<file path="src/rtl/td4_cpu_top_if.sv">
`default_nettype none
// ============================================================================
// Module   : td4_cpu_top_if
// Brief    : Board I/O bundle of the TD4 CPU: switch input port and LED port.
// Revision : 1.0
// ============================================================================
interface td4_cpu_top_if;
    logic [3:0] sw;
    logic [3:0] LED;

    modport master (output sw, input LED);
    modport slave  (input sw, output LED);
endinterface
`default_nettype wire

</file>
<file path="src/rtl/td4_cpu_top.sv">
`default_nettype none
// ============================================================================
// Module   : td4_cpu_top
// Brief    : TD4-class 4-bit CPU, one instruction per clock, 16x8 internal ROM.
// Revision : 1.0
// ============================================================================
module td4_cpu_top #(
    parameter logic [127:0] PROGRAM = 128'h0000_0000_0000_0000_00F6_BFE1_0190_4020
) (
    input  wire logic     clock,
    input  wire logic     reset,
    td4_cpu_top_if.slave  io
);

    localparam logic [3:0] C_OP_ADD_A = 4'b0000;
    localparam logic [3:0] C_OP_MOV_AB = 4'b0001;
    localparam logic [3:0] C_OP_IN_A  = 4'b0010;
    localparam logic [3:0] C_OP_MOV_AI = 4'b0011;
    localparam logic [3:0] C_OP_MOV_BA = 4'b0100;
    localparam logic [3:0] C_OP_ADD_B = 4'b0101;
    localparam logic [3:0] C_OP_IN_B  = 4'b0110;
    localparam logic [3:0] C_OP_MOV_BI = 4'b0111;
    localparam logic [3:0] C_OP_OUT_B = 4'b1001;
    localparam logic [3:0] C_OP_OUT_I = 4'b1011;
    localparam logic [3:0] C_OP_JNC   = 4'b1110;
    localparam logic [3:0] C_OP_JMP   = 4'b1111;

    logic [3:0] r_a;
    logic [3:0] r_b;
    logic [3:0] r_out;
    logic [3:0] r_pc;
    logic       r_c;

    logic [7:0] w_instr;
    logic [3:0] w_op;
    logic [3:0] w_im;
    logic [3:0] w_src;
    logic [4:0] w_sum;

    assign w_instr = PROGRAM[{r_pc, 3'b000} +: 8];
    assign w_op    = w_instr[7:4];
    assign w_im    = w_instr[3:0];

    // Every opcode funnels through one adder; non-arithmetic ops add a zero source.
    always_comb begin
        w_src = 4'h0;
        case (w_op)
            C_OP_ADD_A, C_OP_MOV_BA:             w_src = r_a;
            C_OP_ADD_B, C_OP_MOV_AB, C_OP_OUT_B: w_src = r_b;
            C_OP_IN_A,  C_OP_IN_B:               w_src = io.sw;
            default:                             w_src = 4'h0;
        endcase
    end

    assign w_sum = {1'b0, w_src} + {1'b0, w_im};

    always_ff @(posedge clock or negedge reset) begin
        if (!reset) begin
            r_a   <= 4'h0;
            r_b   <= 4'h0;
            r_out <= 4'h0;
            r_pc  <= 4'h0;
            r_c   <= 1'b0;
        end else begin
            r_c  <= w_sum[4];
            r_pc <= r_pc + 4'd1;
            case (w_op)
                C_OP_ADD_A, C_OP_MOV_AB, C_OP_IN_A, C_OP_MOV_AI: r_a   <= w_sum[3:0];
                C_OP_MOV_BA, C_OP_ADD_B, C_OP_IN_B, C_OP_MOV_BI: r_b   <= w_sum[3:0];
                C_OP_OUT_B, C_OP_OUT_I:                          r_out <= w_sum[3:0];
                // Carry tested here is the one left by the previous instruction.
                C_OP_JNC: if (!r_c) r_pc <= w_im;
                C_OP_JMP: r_pc <= w_im;
                default: ;
            endcase
        end
    end

    assign io.LED = r_out;

endmodule
`default_nettype wire

</file>
<file path="src/flat_wrapper.sv">
// flat-port wrapper written by rule: the top's interface ports become plain ports
module td4_cpu_top_flat 
#(
    parameter logic [127:0] PROGRAM = 128'h0000_0000_0000_0000_00F6_BFE1_0190_4020
)
  (clock, reset, io_sw, io_LED);
  td4_cpu_top_if io_i ();
  input  wire logic clock;
  input  wire logic reset;
  input wire logic [$bits(io_i.sw)-1:0] io_sw;
  output wire logic [$bits(io_i.LED)-1:0] io_LED;
  assign io_i.sw = io_sw;
  assign io_LED = io_i.LED;
  td4_cpu_top #(.PROGRAM(PROGRAM)) u_core (.clock(clock), .reset(reset), .io(io_i));
endmodule
</file>
<file path="config.mk">
export PLATFORM = sky130hd
export DESIGN_NAME = td4_cpu_top_flat
export DESIGN_NICKNAME = d
export VERILOG_FILES = /design/src/rtl/td4_cpu_top_if.sv /design/src/rtl/td4_cpu_top.sv /design/src/flat_wrapper.sv
export SDC_FILE = /design/constraint.sdc
export NUM_CORES = 1
export LEC_CHECK = 0
export ABC_CLOCK_PERIOD_IN_PS = 3750
export BUFFER_PORTS_ARGS = -buffer_cell sky130_fd_sc_hd__buf_2
export CAP_MARGIN = 10
export CORE_ASPECT_RATIO = 0.9
export CORE_UTILIZATION = 50
export DETAILED_ROUTE_END_ITERATION = 10
export PLACE_DENSITY_LB_ADDON = 0.05
export SLEW_MARGIN = 10
export SYNTH_ARGS = -nofsm -noshare
export SYNTH_HDL_FRONTEND = slang
export SYNTH_SLANG_ARGS = --single-unit
</file>
<file path="constraint.sdc">
create_clock -name clock -period 3.75 [get_ports clock]
set_input_delay 0.1875 -clock clock [delete_from_list [all_inputs] [get_ports clock]]
set_output_delay 0.1875 -clock clock [all_outputs]
set_load 0.05 [all_outputs]
</file>
==> results by group <==
Drt
  – Vias per cell: 5.46
  – Drt total wl: approximately 2000 um
  – 1st-iter DRT viols: 13
  – Number of remaining DRC errors: 0
  – Pre-antenna DRT Iters: 4
  – Routed WL per cell: about 15 um
  – Remaining antenna violation count: 0
  – Total number of vias: ~730

Cells and area
  – Synth-to-Final Area Change: 9.03%
  – Nets@finish: ~130
  – Fill count: 155
  – Most frequent cells in the layout: dfrtp_1, mux2_2, ha_1, buf_2, inv_1
  – Ant. Diodes: 0
  – Share of cells above drive strength 1: 0.303
  – Commonest non-fill, non-tap cell in the layout: dfrtp_1

Floorplan
  – Placeable core region: between 0.002 and 0.0025 mm2
  – Top-Level Pins: 10
  – # rows: 15
  – Die ar.: about 0.0024 mm2
  – Vert. Die Dim: between 40 and 50 um
  – DIE WIDTH: about 52 um
  – Initial Utilization: 0.559

Critical path
  – Critical Path Start Type: flop
  – CP required: between 3000 and 4000 ps
  – Critical path capture point type: flop
  – Register-to-register path setup slack: approximately 800 ps
  – Setup CP Type: flop to flop
  – Worst EP arrival: 3110 ps
  – Crit Path Max Fanout: 6
  – Worst R2R Start: u_core.r_pc[1]$_DFF_PN0_
  – Worst R2R Path Depth: 12
  – R2R Path End: u_core.io.LED[3]$_DFFE_PN0P_

Synth
  – Area of the mapped netlist: approximately 0.0011 mm2
  – Cells after Synth: between 90 and 100
  – #FFs+latches synth: 17
  – Largest cells by area after synthesis: dfrtp_1, ha_1, mux2_2
  – Top_reg_cell synth: dfrtp_1
  – Synth area leader: dfrtp_1
  – Synth top area share: 0.379
  – Post-Syn Area per Cell: approximately 12 um2
  – Post-synth cell types: 36
  – Post-synth net total: approximately 110
  – Yosys warns: 0
  – Post-synthesis sequential area ratio: 0.379
  – FFs w/ async S/R, synth: 1.00
  – EDFF count, synth: 0

GRT
  – Grt ovf: 0
  – Initial antenna violation count: 0
  – Total track usage: 0.199
  – Largest net degree at the start of global routing: 18
  – Vias in the first global route: 694
  – First-pass GRT wire length: approximately 3300 um

Clock network
  – CTS Root Cell: clkbuf_4
  – Clock sinks: 17
  – Deepest clock path buffer count: 2
  – Cts repair resizes: 0
  – CTS tree: built
  – CTS H-Tree Depth: 1
  – CTS clk-pin slew, worst paths: approximately 100 ps
  – Worst-Skew Late Latency: a little under 300 ps
  – CTS buffer count: 3

STA
  – Unrepaired setup endpoints after global routing: no
  – Tmin final: just under 3000 ps
  – Slew Limit Headroom: 0.732
  – Clock Skew: approximately 2.5 ps
  – Peak Freq: between 300 and 400 MHz
  – Finish-stage setup viols: 0
  – Final hold vios: 0
  – Setup_tns: 0 ps
  – Pins Over Slew Limit: 0
  – Least-Margin Pin Slew: 402 ps
  – Final period util: 0.780

Place
  – DPL Wire Length: 1600 um
  – Port Buffers: 9
  – GPL Wtd Cong: just under 0.9

Run
  – Max cap viols: 0

Worst hold path
  – Worst hold path class: input pin to async pin

Status
  – Outcome: completed
==> metrics by stage <==
stage | instance area [um2] | utilization | std cells | hold slack (ps) | setup WS [ps]
after floorplan | 1120 | - | 97 | -108 | 1030
after global routing | 1220 | 0.609 | 134 | 361 | 624
after CTS | 1220 | 0.609 | 134 | 335 | 813
after detailed placement | 1190 | 0.591 | 129 | 126 | 847
final | 1220 | 0.609 | 134 | 335 | 824
after global placement | 1190 | 0.591 | 129 | 123 | 854
==> synthesized netlist by cell type, types with 2 or more instances <==
| cell type | n |
|---|---|
| a21o_1 | 3 |
| a21oi_1 | 2 |
| ha_1 | 9 |
| nor2_1 | 3 |
| inv_1 | 6 |
| mux2_4 | 4 |
| mux2_2 | 9 |
| nand3_1 | 2 |
| dfrtp_1 | 17 |
| nand2b_1 | 2 |
| and2_1 | 2 |
| o21ai_0 | 3 |
| nand2_1 | 4 |
| o2bb2ai_1 | 4 |
| mux2i_1 | 5 |
| xor2_1 | 2 |
==> critical path, cell delays in order, from the launching register on <==
cell	delay, ps
dfrtp_1	440
inv_1	130
ha_1	330
mux2i_1	110
or2_0	250
a211oi_1	220
buf_4	160
o2bb2ai_1	160
ha_1	280
a21o_1	160
a21oi_1	170
xnor2_1	120
mux2_4	280
==> state kept, by name, summed over array words and instances (netlist names) <==
register	count
u_core.r_c	1
u_core.r_a	4
u_core.r_pc	4
u_core.io.LED	4
u_core.r_b	4
==> worst max-delay path by stage <==
stage / startpoint / endpoint / slack [ps] / cells after the start
2_1_floorplan: u_core.r_pc[1]$_DFF_PN0_ / u_core.io.LED[3]$_DFFE_PN0P_ / 1030 / 11
3_3_place_gp: u_core.r_pc[1]$_DFF_PN0_ / u_core.io.LED[3]$_DFFE_PN0P_ / 850 / 12
3_5_place_dp: u_core.r_pc[1]$_DFF_PN0_ / u_core.io.LED[3]$_DFFE_PN0P_ / 850 / 12
4_1_cts: u_core.r_pc[1]$_DFF_PN0_ / u_core.io.LED[3]$_DFFE_PN0P_ / 810 / 12
5_1_grt: u_core.r_pc[1]$_DFF_PN0_ / u_core.r_b[3]$_DFFE_PN0P_ / 620 / 12
6_report: u_core.r_pc[1]$_DFF_PN0_ / u_core.io.LED[3]$_DFFE_PN0P_ / 820 / 12
==> cell type report <==
type | count | area [um2] | area share
flip-flops and latches | 17 | 425 | 0.348
clock buffers | 3 | 22.5 | 0.0184
repair buffers | 11 | 62.6 | 0.0511
inverters | 6 | 22.5 | 0.0184
multi-input cells | 71 | 654 | 0.535
well taps | 25 | 31.3 | 0.0256
clock inverters | 1 | 5.00 | 0.00409
==> per-layer routing <==
| metal | up-vias | GRT usage | wire length (um) |
|---|---|---|---|
| met2 | 13 | 0.292 | 879 |
| met5 | - | 0 | 0 |
| li1 | 374 | - | - |
| met4 | 0 | 0.0486 | 0 |
| met3 | 0 | 0.0680 | 69 |
| met1 | 344 | 0.283 | 1070 |
==> kinds of logic after synthesis <==
family | share of synthesized area
AND/OR/NAND/NOR | 0.0892
AO/OA/AOI/OAI | 0.164
multiplexers | 0.188
buffers and inverters | 0.0379
flip-flops | 0.379
adder cells (fa/ha/maj) | 0.118
XOR/XNOR | 0.0234
==> timing repair <==
action	4_1_cts	5_1_grt
setup buffers	0	0
endpoints found under the setup margin	0	0
hold endpoints to repair	17	0
hold buffers	1	0
Power is not shown: default switching activity piles up to over one toggle a cycle in this logic, so the estimate is an artifact.
